`src/rtl/div_unit.sv`:
```
// div_unit: iterative restoring divider for DIV/DIVU, one quotient bit per clock.
module div_unit #(
    parameter int DATA_W = 32
) (
    input  logic                  clk,
    input  logic                  rst,
    input  logic                  signed_div_i,
    input  logic [DATA_W-1:0]     opdata1_i,
    input  logic [DATA_W-1:0]     opdata2_i,
    input  logic                  start_i,
    input  logic                  annul_i,
    output logic [2*DATA_W-1:0]   result_o,
    output logic                  ready_o
);
    localparam int CW = $clog2(DATA_W + 1);
    typedef enum logic [1:0] {FREE, BYZERO, ON, END} state_t;
    state_t state, state_nxt;
    logic [CW-1:0] cnt;
    logic [2*DATA_W:0] w, w_nxt;
    logic [DATA_W-1:0] dvs, diff, q, r, a_mag, b_mag;
    logic [2*DATA_W-1:0] res;
    logic sa, sb, ge, last, go;
    always_comb begin
        a_mag = (signed_div_i && opdata1_i[DATA_W-1]) ? -opdata1_i : opdata1_i;
        b_mag = (signed_div_i && opdata2_i[DATA_W-1]) ? -opdata2_i : opdata2_i;
        go    = start_i && !annul_i;
        ge    = w[2*DATA_W:DATA_W] >= {1'b0, dvs};
        diff  = w[2*DATA_W-1:DATA_W] - dvs;
        // the trial difference is always below the divisor, so DATA_W bits hold it
        w_nxt = ge ? {diff, w[DATA_W-1:0], 1'b1} : {w[2*DATA_W-1:0], 1'b0};
        q     = (sa ^ sb) ? -w_nxt[DATA_W-1:0] : w_nxt[DATA_W-1:0];
        r     = sa ? -w_nxt[2*DATA_W:DATA_W+1] : w_nxt[2*DATA_W:DATA_W+1];
        last  = cnt == CW'(DATA_W - 1);
    end
    always_comb begin
        state_nxt = state;
        case (state)
            FREE:    state_nxt = go ? ((opdata2_i == '0) ? BYZERO : ON) : FREE;
            BYZERO:  state_nxt = annul_i ? FREE : END;
            ON:      state_nxt = annul_i ? FREE : (last ? END : ON);
            default: state_nxt = go ? END : FREE;
        endcase
    end
    always_ff @(posedge clk or negedge rst) begin
        if (!rst) state <= FREE;
        else      state <= state_nxt;
    end
    always_ff @(posedge clk or negedge rst) begin
        if (!rst) begin
            cnt      <= '0;
            w        <= '0;
            dvs      <= '0;
            sa       <= 1'b0;
            sb       <= 1'b0;
            res      <= '0;
            ready_o  <= 1'b0;
            result_o <= '0;
        end else begin
            if (state == FREE && go) begin
                cnt <= '0;
                w   <= {{DATA_W{1'b0}}, a_mag, 1'b0};
                dvs <= b_mag;
                sa  <= signed_div_i && opdata1_i[DATA_W-1];
                sb  <= signed_div_i && opdata2_i[DATA_W-1];
                res <= '0;
            end
            if (state == ON && !annul_i) begin
                w   <= w_nxt;
                cnt <= cnt + 1'b1;
                if (last) res <= {r, q};
            end
            ready_o  <= state == END && state_nxt == END;
            result_o <= (state == END && state_nxt == END) ? res : '0;
        end
    end
endmodule

```
`config.mk`:
```
export PLATFORM = sky130hd
export DESIGN_NAME = div_unit
export DESIGN_NICKNAME = d
export VERILOG_FILES = /design/src/rtl/div_unit.sv
export SDC_FILE = /design/constraint.sdc
export NUM_CORES = 1
export LEC_CHECK = 0
export BUFFER_PORTS_ARGS = -buffer_cell sky130_fd_sc_hd__buf_4
export CAP_MARGIN = 10
export CELL_PAD_IN_SITES_DETAIL_PLACEMENT = 0
export CELL_PAD_IN_SITES_GLOBAL_PLACEMENT = 1
export CORE_MARGIN = 1.5
export CORE_UTILIZATION = 46
export CTS_CLUSTER_DIAMETER = 120
export CTS_CLUSTER_SIZE = 28
export DETAILED_ROUTE_END_ITERATION = 7
export GPL_TIMING_DRIVEN = 1
export HOLD_SLACK_MARGIN = 0.06
export PLACE_DENSITY = 0.77
export SLEW_MARGIN = 30
export SYNTH_ARGS = -nofsm -noshare
export SYNTH_HDL_FRONTEND = slang
export SYNTH_SLANG_ARGS = --single-unit
export TNS_END_PERCENT = 50
```
`constraint.sdc`:
```
create_clock -name clk -period 5 [get_ports clk]
set_input_delay 1 -clock clk [delete_from_list [all_inputs] [get_ports clk]]
set_output_delay 1 -clock clk [all_outputs]
set_load 0.01 [all_outputs]
```
After elaboration in Yosys (flattened, before gate mapping) --
Index checks and enable logic that the tools add are counted.
Word-level totals: register bits after elaboration 236, input bits 69, word-level logic and storage cells 52
Operators by class: add/sub/neg operators 6, $lt $le $gt $ge 1, equality and inequality tests 5, multiplexer cells 20, bitwise operators 1, reduce and logical (&&, ||, !) cells 10
Operators by type and width (number):
- two-way mux 64 bit | 4
- two-way mux 65 bit | 3
- two-way mux 32 bit | 4
- negation 32 bit | 4
- >= comparator 33 x 32 -> 1 bit | 1
- zero test 32 bit | 1
- subtractor 32 bit | 1
- two-way mux 6 bit | 2
- two-way mux 2 bit | 5
- adder 6 x 1 -> 6 bit, second input constant | 1
- == test 2 bit, second input constant | 3
- == test 6 x 5 -> 1 bit, second input constant | 1
- logical AND 1 bit | 6
- one-hot mux 2 bit (3 select lines) | 1
- == test 2 x 1 -> 1 bit, second input constant | 1
- zero test 2 bit | 1
- nonzero test 2 bit | 1
- zero test 1 bit | 1
- two-way mux 1 bit | 1
- bitwise XOR 1 bit | 1

Longest topological paths before layout --
depth after elaboration 7, mapped depth 23, gate-level depth less buffers 18

Least setup slack after synthesis --
Ideal clock, no wire load.
path type reg2reg, from register w[42], to register res[62], arrival 4.159 ns, data required time 4.905 ns, slack 0.746 ns, stages on the path, launching flop included 22, buffers on the path 5, cells stage by stage dfrtp_1 > ha_1 > buf_6 > and4_1 > nor2b_1 > a21boi_4 > o21ba_4 > o2111ai_4 > nand2_4 > buf_8 > buf_6 > buf_2 > buf_2 > o21ai_0 > ha_1 > nand3_1 > nor3_1 > a41oi_1 > o21ai_0 > o21ai_1 > o21a_1 > o31ai_1
On the way: cells in the longest elaborated chain, start to end 6, elaborated cells on any way between the ends 7, classes of those cells add/sub (2); order compare (1); mux (4)
RTL lines:
- start: declaration | RTL line 19 | logic [2*DATA_W:0] w, w_nxt;
- start signal: assignment | RTL line 61 | w <= {{DATA_W{1'b0}}, a_mag, 1'b0};
- start signal: assignment | RTL line 68 | w <= w_nxt;
- subtractor 32 bit / >= comparator 33 x 32 -> 1 bit (equally long branches) | RTL line 28, 27
- two-way mux 65 bit * | RTL line 30 | w_nxt = ge ? {diff, w[DATA_W-1:0], 1'b1} : {w[2*DATA_W-1:0], 1'b0};
- negation 32 bit | RTL line 32 | r = sa ? -w_nxt[2*DATA_W:DATA_W+1] : w_nxt[2*DATA_W:DATA_W+1];
- two-way mux 32 bit * | RTL line 32
- two-way mux 64 bit * | RTL line 70 | if (last) res <= {r, q};
- two-way mux 64 bit * | RTL line 67 | if (state == ON && !annul_i) begin
- end signal: assignment | RTL line 70
- end: declaration | RTL line 21 | logic [2*DATA_W-1:0] res;
Every way passes the cells marked *; elsewhere a longest branch is shown, timed or not. A chain may end at the register's enable or synchronous reset.

Final worst setup path --
from register w[38], to register res[60]
The elaborated chain is that of the path after synthesis.

==> results.json <==
{
  "worstPathRequired_ps": 5360,
  "place_area_sq_um": 15200,
  "netlist_area_sq_um": 13900,
  "die_area_sq_um": 31300,
  "async_flop_share_pct": 100,
  "place.gp.congestion": 0.925,
  "start_kind": "flip-flop",
  "timing_hold_violations_final": 0,
  "crit_path_start": "w[38]",
  "path_clk_slew_ps": 120,
  "ios": 134,
  "core_area_sq_um": 29700,
  "synth_common_cells": "dfrtp_1, o21ai_0, nand2_1",
  "fin_crit_sh_pct": 87.6,
  "ir_worst_vdd_uv": 394,
  "clk_latency_ps": 500,
  "viasPerCell": 5.62,
  "setup_violations": 0,
  "grt_overflow": 0,
  "cts_made_buffers": 12,
  "cts_buffer_depth": 3,
  "cts_root_buffer": "clkbuf_16",
  "antennaDiodeCount": 0,
  "fin_nets": 1731,
  "cp-end-kind": "flip-flop",
  "status": "complete, no violations",
  "grt_pass1_wl_um": 58400,
  "cap_violations": 0,
  "fin_total_pwr_mw": 8.79,
  "synth.most_common_cell": "dfrtp_1",
  "leakage_nw": 6.96,
  "yosysTopAreaCell": "dfrtp_1",
  "die_h_um": 177,
  "dp_hpwl_um": 26900,
  "grt.total_usage_pct": 23.4,
  "ys_ff_latch": 236,
  "cts_sinks": 236,
  "reg2reg_from": "w[38]",
  "grt_setup_unrepaired": "false",
  "cp_max_fo": 18,
  "worstSetupPathType": "flip-flop to flip-flop",
  "post_drt_wl_per_cell_um": 17.9,
  "synth_ff_type": "dfrtp_1",
  "yosysWarnings": 0,
  "grt_pass1_vias": 10600,
  "grt_max_degree": 118,
  "finClkSkew_ps": 24.3,
  "fp-row-count": 63,
  "crit_path_frequent_cell": "ha_1",
  "slew_viol_final": 0,
  "slew_headroom_pct": 42.2,
  "ys_types": 89,
  "cpPeakStageDelay_ps": 470,
  "hold_slack_ps": 357,
  "synth_area_leaders": "dfrtp_1, o21ai_0, xnor2_1, nand2_1, xor2_1",
  "cp.arrival_ps": 4740,
  "cts_tree": "yes",
  "worst_slew_pin_slew_ps": 866,
  "post_cts_buffers": 0,
  "p_per_area_nw_per_um2": 563,
  "syn_nets": 1652,
  "setup_tns_ps": 0,
  "cpMaxStageDelayCell": "dfrtp_1",
  "detail-route-antenna-nets": 0,
  "period_needed_ps": 4380,
  "area_delta_synth_final_pct": 12.1,
  "synth_top_area_share_pct": 42.4,
  "path_cells": "ha_1 -> a21oi_4 -> o21ai_1 -> a21o_1 -> o21ba_4 -> o2111ai_4 -> nand2_4 -> inv_4 -> mux2i_1 -> ha_1 -> nand3_1 -> nor3_1 -> a41oi_1 -> nand4bb_1 -> o31ai_1 -> xor2_1 -> o21ai_0",
  "routed_wl_um": 36100,
  "ctsResizeCount": 0,
  "holdBufCountCts": 0,
  "cp-endpoint": "res[60]",
  "vias": 11300,
  "maxClockFrequency_mhz": 228,
  "h-tree-depth": 1,
  "worstHoldPathType": "input pin to asynchronous set/reset pin",
  "drt_iter0_markers": 962,
  "die_x_um": 177,
  "antenna_found_initial": 0,
  "reg2reg_to": "res[60]",
  "syn-mean-instance-area_sq_um": 9.02,
  "reg2reg_slack_ps": 620,
  "syn_inst": 1545,
  "drc": 0,
  "drive_gt1_share_pct": 12.9,
  "final_util_pct": 52.6,
  "seq_area_frac_synth_pct": 42.4,
  "synth_edf_count": 0,
  "fin_area_sq_um": 15600,
  "start_util_pct": 46.9,
  "io_buffers": 133,
  "firstDrtPassIters": 5,
  "r2r_cells": 17
}
-- worst min-delay path by stage --
| stage | from | cells past startpoint | slack, ps | to |
|---|---|---|---|---|
| after CTS | res[44] | 1 | 490 | result_o[44] |
| after global routing | rst | 1 | 370 | dvs[8] |
| final | rst | 1 | 360 | dvs[8] |
| after global placement | res[13] | 1 | 460 | result_o[13] |
| after floorplan | dvs[10] | 2 | 450 | dvs[10] |
| after detailed placement | res[54] | 1 | 470 | result_o[54] |
-- metrics by stage --
stage,setup WS (ps),std cells
final,619,2015
after global routing,282,2015
after CTS,679,2014
after detailed placement,730,1999
after global placement,823,1999
after floorplan,746,1545
-- where the power goes --
part / internal, mW / leakage (nW) / switching (mW) / total [mW]
registers: 2.13 / 3.18 / 0.344 / 2.48
logic: 1.92 / 3.61 / 3.27 / 5.19
clock network: 0.494 / 0.175 / 0.629 / 1.12
-- cell type report --
cell class / instances / area [sq um]
multi-input cells: 1171 / 7500
fillers: 2817 / 14100
inverters: 52 / 198
clock inverters: 1 / 16.3
repair buffers: 151 / 1180
well taps: 390 / 488
flip-flops and latches: 236 / 5910
clock buffers: 14 / 339
-- critical path, delay by kind of cell, from the launching register on --
family	cells	cell delay, ps
AO/OA/AOI/OAI	8	1700
XOR/XNOR	1	180
adder cells (fa/ha/maj)	2	700
buffers and inverters	1	100
flip-flops	1	470
multiplexers	1	290
AND/OR/NAND/NOR	4	800
-- metal layers --
| layer | GRT usage [%] | share of wire [%] | up-vias |
|---|---|---|---|
| li1 | - | - | 5610 |
| met1 | 38.1 | 52 | 5329 |
| met2 | 32.4 | 40 | 357 |
| met3 | 2.90 | 6.1 | 37 |
| met4 | 4.87 | 1.6 | 0 |
| met5 | 0 | 0 | - |
-- flip-flops by register name, indices dropped and copies added (netlist names) --
| signal | cells |
|---|---|
| w | 65 |
| res | 64 |
| result_o | 64 |
| dvs | 32 |
| cnt | 6 |
| state | 2 |
| ready_o | 1 |
| sa | 1 |
| sb | 1 |
-- cell families after synthesis --
logic type,after synthesis,synth area share (%)
and+or+nand+nor,515,18.9
muxes,26,2.14
AOI/OAI and AO/OA,447,20.0
adders and majority gates,38,3.47
xor gates and xnor gates,145,9.11
DFF,236,42.4
buffers and inverters,138,4.06
-- layout by cell type, fill, tap and decap left out, drive strengths merged, types with 37 or more instances in the layout --
master,n
a21oi,93
and2,71
buf,151
dfrtp,236
ha,37
inv,53
nand2,147
nand3,83
nor2,81
nor3,37
o21ai,218
xnor2,87
xor2,58
No activity file was read; power rests on OpenSTA's default activity.
